**config.mk**
```make
export PLATFORM = sky130hd
export DESIGN_NAME = alu_cmd_sequencer
export DESIGN_NICKNAME = d
export VERILOG_FILES = /design/src/rtl/alu_cmd_sequencer.sv
export SDC_FILE = /design/constraint.sdc
export NUM_CORES = 1
export LEC_CHECK = 0
export ABC_CLOCK_PERIOD_IN_PS = 2100
export CORE_UTILIZATION = 45
export CTS_CLUSTER_SIZE = 20
export DETAILED_ROUTE_END_ITERATION = 16
export GPL_ROUTABILITY_DRIVEN = 0
export PLACE_DENSITY_LB_ADDON = 0.05
export SLEW_MARGIN = 0
export SYNTH_ARGS = -nofsm -noshare
export SYNTH_HDL_FRONTEND = slang
export SYNTH_SLANG_ARGS = --single-unit
```
**constraint.sdc**
```tcl
create_clock -name clk -period 2.1 [get_ports clk]
set_input_delay 0.21 -clock clk [delete_from_list [all_inputs] [get_ports clk]]
set_output_delay 0.21 -clock clk [all_outputs]
set_load 0.01 [all_outputs]
```
**src/rtl/alu_cmd_sequencer.sv**
```systemverilog
// Command sequencer that steps one command at a time through an external
// registered ALU and returns the result on a valid/ready response channel.
module alu_cmd_sequencer #(
   parameter int CNT_W = 8
) (
   input  logic             clk,
   input  logic             rst_n,
   input  logic             cmd_valid,
   output logic             cmd_ready,
   input  logic [3:0]       cmd_a,
   input  logic [3:0]       cmd_b,
   input  logic [2:0]       cmd_op,
   output logic [3:0]       alu_a,
   output logic [3:0]       alu_b,
   output logic [2:0]       alu_op,
   input  logic [3:0]       alu_out,
   output logic             rsp_valid,
   input  logic             rsp_ready,
   output logic [3:0]       rsp_data,
   output logic             rsp_err,
   output logic [CNT_W-1:0] done_cnt
);

   typedef enum logic [1:0] {
      IDLE    = 2'd0,
      ISSUE   = 2'd1,
      CAPTURE = 2'd2,
      RESP    = 2'd3
   } state_t;

   state_t             state_reg, state_next;
   logic [3:0]         a_reg, a_next;
   logic [3:0]         b_reg, b_next;
   logic [2:0]         op_reg, op_next;
   logic [3:0]         rsp_data_reg, rsp_data_next;
   logic               rsp_err_reg, rsp_err_next;
   logic [CNT_W-1:0]   done_cnt_reg, done_cnt_next;
   logic               op_legal;

   // Opcodes 000..100 are defined; everything above is rejected without using the ALU.
   assign op_legal = (cmd_op <= 3'd4);

   always_ff @(posedge clk) begin
      if (!rst_n) begin
         state_reg    <= IDLE;
         a_reg        <= '0;
         b_reg        <= '0;
         op_reg       <= '0;
         rsp_data_reg <= '0;
         rsp_err_reg  <= 1'b0;
         done_cnt_reg <= '0;
      end else begin
         state_reg    <= state_next;
         a_reg        <= a_next;
         b_reg        <= b_next;
         op_reg       <= op_next;
         rsp_data_reg <= rsp_data_next;
         rsp_err_reg  <= rsp_err_next;
         done_cnt_reg <= done_cnt_next;
      end
   end

   always_comb begin
      state_next    = state_reg;
      a_next        = a_reg;
      b_next        = b_reg;
      op_next       = op_reg;
      rsp_data_next = rsp_data_reg;
      rsp_err_next  = rsp_err_reg;
      done_cnt_next = done_cnt_reg;

      case (state_reg)
         IDLE: begin
            if (cmd_valid) begin
               a_next  = cmd_a;
               b_next  = cmd_b;
               op_next = cmd_op;
               if (op_legal) begin
                  state_next = ISSUE;
               end else begin
                  rsp_data_next = 4'd0;
                  rsp_err_next  = 1'b1;
                  state_next    = RESP;
               end
            end
         end
         ISSUE: begin
            // The ALU registers its result on this cycle's ending edge.
            state_next = CAPTURE;
         end
         CAPTURE: begin
            rsp_data_next = alu_out;
            rsp_err_next  = 1'b0;
            state_next    = RESP;
         end
         RESP: begin
            if (rsp_ready) begin
               done_cnt_next = done_cnt_reg + CNT_W'(1);
               state_next    = IDLE;
            end
         end
         default: state_next = IDLE;
      endcase
   end

   assign cmd_ready = (state_reg == IDLE);
   assign rsp_valid = (state_reg == RESP);
   assign alu_a     = a_reg;
   assign alu_b     = b_reg;
   assign alu_op    = op_reg;
   assign rsp_data  = rsp_data_reg;
   assign rsp_err   = rsp_err_reg;
   assign done_cnt  = done_cnt_reg;

endmodule
```
==> results.toml, run 1 <==
[outcome]
outcome = "finished, final reports clean"

[floorplanning]
rows = 17
die_h_um = 51.7
core_area_um2 = 2280
die_w_um = 51.7
start_util_pct = 48.8
die_area_um2 = 2670
io_pins = 45

[clock_tree]
postCtsSetupRepairBufs = 0
cts_max_level = 1
tritoncts = "yes"
path_clk_slew_ps = 140
cts_inserted_buffers = 3
cts_buffer_depth = 2
clkSinkCount = 26
clock-root-buffer = "clkbuf_4"
postCtsHoldBufs = 0
cts.repair.resized = 0
clock_latency_ps = 320

[critical_path]
crit_end = "cmd_ready"
critPathKind = "flip-flop to primary output"
crit_fanout = 4
cpLargestDelayFamily = "buffers and inverters"
slowest_delay_ps = 570
required_ps = 1890
end_kind = "primary output"
cp.depth = 3
cp.arrival_ps = 1580
critPathLaunchType = "flip-flop"
r2r_setup_slack_ps = 510
cp_cell_sequence = "inv_1 -> ha_1 -> clkdlybuf4s50_1"
r2r-start = "state_reg[0]"
cp-startpoint = "state_reg[0]"
path_buf_inv = 2
rr_endpoint = "rsp_data[2]"
cp_slowest_cell = "clkdlybuf4s50_1"
worstRegToRegCells = 5

[place]
post-place-ws_ps = 414
dp_hpwl_um = 1750
io_buffer_count = 44
placed_cells = 198

[logic_synthesis]
yosysWarnings = 0
syn-num-nets = 155
synth_cell_types = 25
yosysSeqAreaShare_pct = 46.9
async_reset_ff_share_pct = 0
syn_area_per_cell_um2 = 8.47
synth_edf_count = 0
synthCells = 131
ys_ff_latch = 26
synth_ff_type = "dfxtp_1"
netlist_area_um2 = 1110

[final_layout]
drive_above_1_share_pct = 5.17
area_delta_synth_final_pct = 45.9
largest_register_ffs = 8
final_common_cell = "clkdlybuf4s50_1"
num_antenna_cells = 0
utilization_pct = 71.1
fin_nets = 199
instances_no_fill = 202
fillers = 190
final_cell_mix = "clkdlybuf4s50_1 (44), nand2_1 (31), dfxtp_1 (26)"

[global_routing]
antenna_found_initial = 0
grt_max_degree = 22
grt_pass1_vias = 934
grtUsageTotal_pct = 19.4
grt_pass1_wl_um = 3950
grt_overflow = 0

[sta]
setup_viol = 0
setup_tns_ps = 0
clock_skew_ps = 2.62
fin_crit_sh_pct = 85.3
timing.final.crit_period_ps = 1790
holdWs_ps = 426
slew_headroom_pct = 57.2
hold_viol = 0
fmax_mhz = 558
worst_pin_slew_ps = 641
rsz0062_at_grt = "false"
drv_slew = 0
worst_slack_ps = 309

[hold_path]
holdCritPathClass = "input port to flip-flop"
whs_path_depth = 3

[detailed_routing]
drt-total-wl_um = 2350
initialDrtViolationCount = 14
wl_per_cell_um = 11.6
post-route-drc-count = 0
vias = 1049
drtAntennaViolNets = 0
vias_per_cell = 5.19
dr.pass1.iters = 4

[pwr]
p_leak_nw = 0.593
seqPwrFrac_pct = 38.7
peakVddDrop_mv = 0.707
p_comb_share_pct = 40.2
p_int_mw = 1.09
pwr-share-clk_pct = 21.1
power.density_nw_per_um2 = 989
p_switching_mw = 0.513
switching_share_pct = 32.1

[job]
maxCapViolCount = 0
## worst min-delay path by stage
| stage | from | endpoint |
|---|---|---|
| after floorplan | cmd_a[0] | alu_a[0] |
| after global placement | alu_a[0] | alu_a[0] |
| after detailed placement | alu_b[1] | alu_b[1] |
| after CTS | cmd_b[0] | alu_b[0] |
| after global routing | cmd_b[2] | alu_b[2] |
| final | cmd_a[1] | alu_a[1] |
## per-stage QoR
step,power [mW],area [um^2]
after CTS,1.62,1620
after detailed placement,1.28,1570
after floorplan,1.03,1110
after global routing,1.71,1620
after global placement,1.26,1570
final,1.60,1620
## worst register-to-register path: cells and delay by family, from the launching register on
| kind | cells | cell delay [ps] |
|---|---|---|
| buffers and inverters | 1 | 100 |
| muxes | 1 | 240 |
| adders and majority gates | 1 | 260 |
| and+or+nand+nor | 1 | 110 |
| DFF | 1 | 350 |
| AOI/OAI and AO/OA | 1 | 470 |
## power groups by stage
stage | clock network [mW] | logic [mW] | registers [mW]
after detailed placement | 0 | 0.646 | 0.630
after floorplan | 0 | 0.374 | 0.654
final | 0.338 | 0.643 | 0.620
after global routing | 0.366 | 0.710 | 0.630
after global placement | 0 | 0.629 | 0.629
after CTS | 0.347 | 0.650 | 0.620
## layer usage
layer,up-vias,routed length [um],GRT usage [%]
met5,-,0,0
met4,0,26,6.76
met3,4,107,2.05
met2,27,1170,32.5
met1,488,1050,25.8
li1,530,-,-
## logic make-up after synthesis
kind of cell,Yosys count,synth area share (%)
adders and majority gates,5,5.64
xor gates and xnor gates,2,1.58
AOI/OAI and AO/OA,28,14.4
muxes,6,5.52
and+or+nand+nor,52,21.9
DFF,26,46.9
buffers and inverters,12,4.06
## synth_stat cells (all sizes together) (2+ instances only)
master | instances | area, um^2
ha | 5 | 62.6
nand4 | 2 | 18.8
nand2b | 2 | 12.5
inv | 7 | 26.3
or3 | 4 | 27.5
o21ai | 5 | 25.0
clkbuf | 5 | 18.8
dfxtp | 26 | 521
mux2i | 5 | 50.1
a311oi | 2 | 17.5
nand3 | 7 | 35.0
a21oi | 19 | 95.1
nand2 | 31 | 116
nor2 | 3 | 11.3
## cell type report
cell class                 instances  area [um^2]  share of cell area (%)
tap                               28         35.0                    2.16
timing repair buffer              44          440                    27.2
clock buffer                       3         22.5                    1.39
sequential                        26          520                    32.1
multi-input combinational         93          544                    33.6
clock inverter                     1         30.0                    1.85
inverter                           7         26.3                    1.62
Note: power is estimated with default switching activity, not from simulation.
==> run 2, diff against run 1 <==
--- a/config.mk
+++ b/config.mk
@@ -5,7 +5,6 @@
 export SDC_FILE = /design/constraint.sdc
 export NUM_CORES = 1
 export LEC_CHECK = 0
-export ABC_CLOCK_PERIOD_IN_PS = 2100
 export CORE_UTILIZATION = 45
 export CTS_CLUSTER_SIZE = 20
 export DETAILED_ROUTE_END_ITERATION = 16
==> results of run 2 <==
Final layout, timing and power as in run 1 (identical DEF).
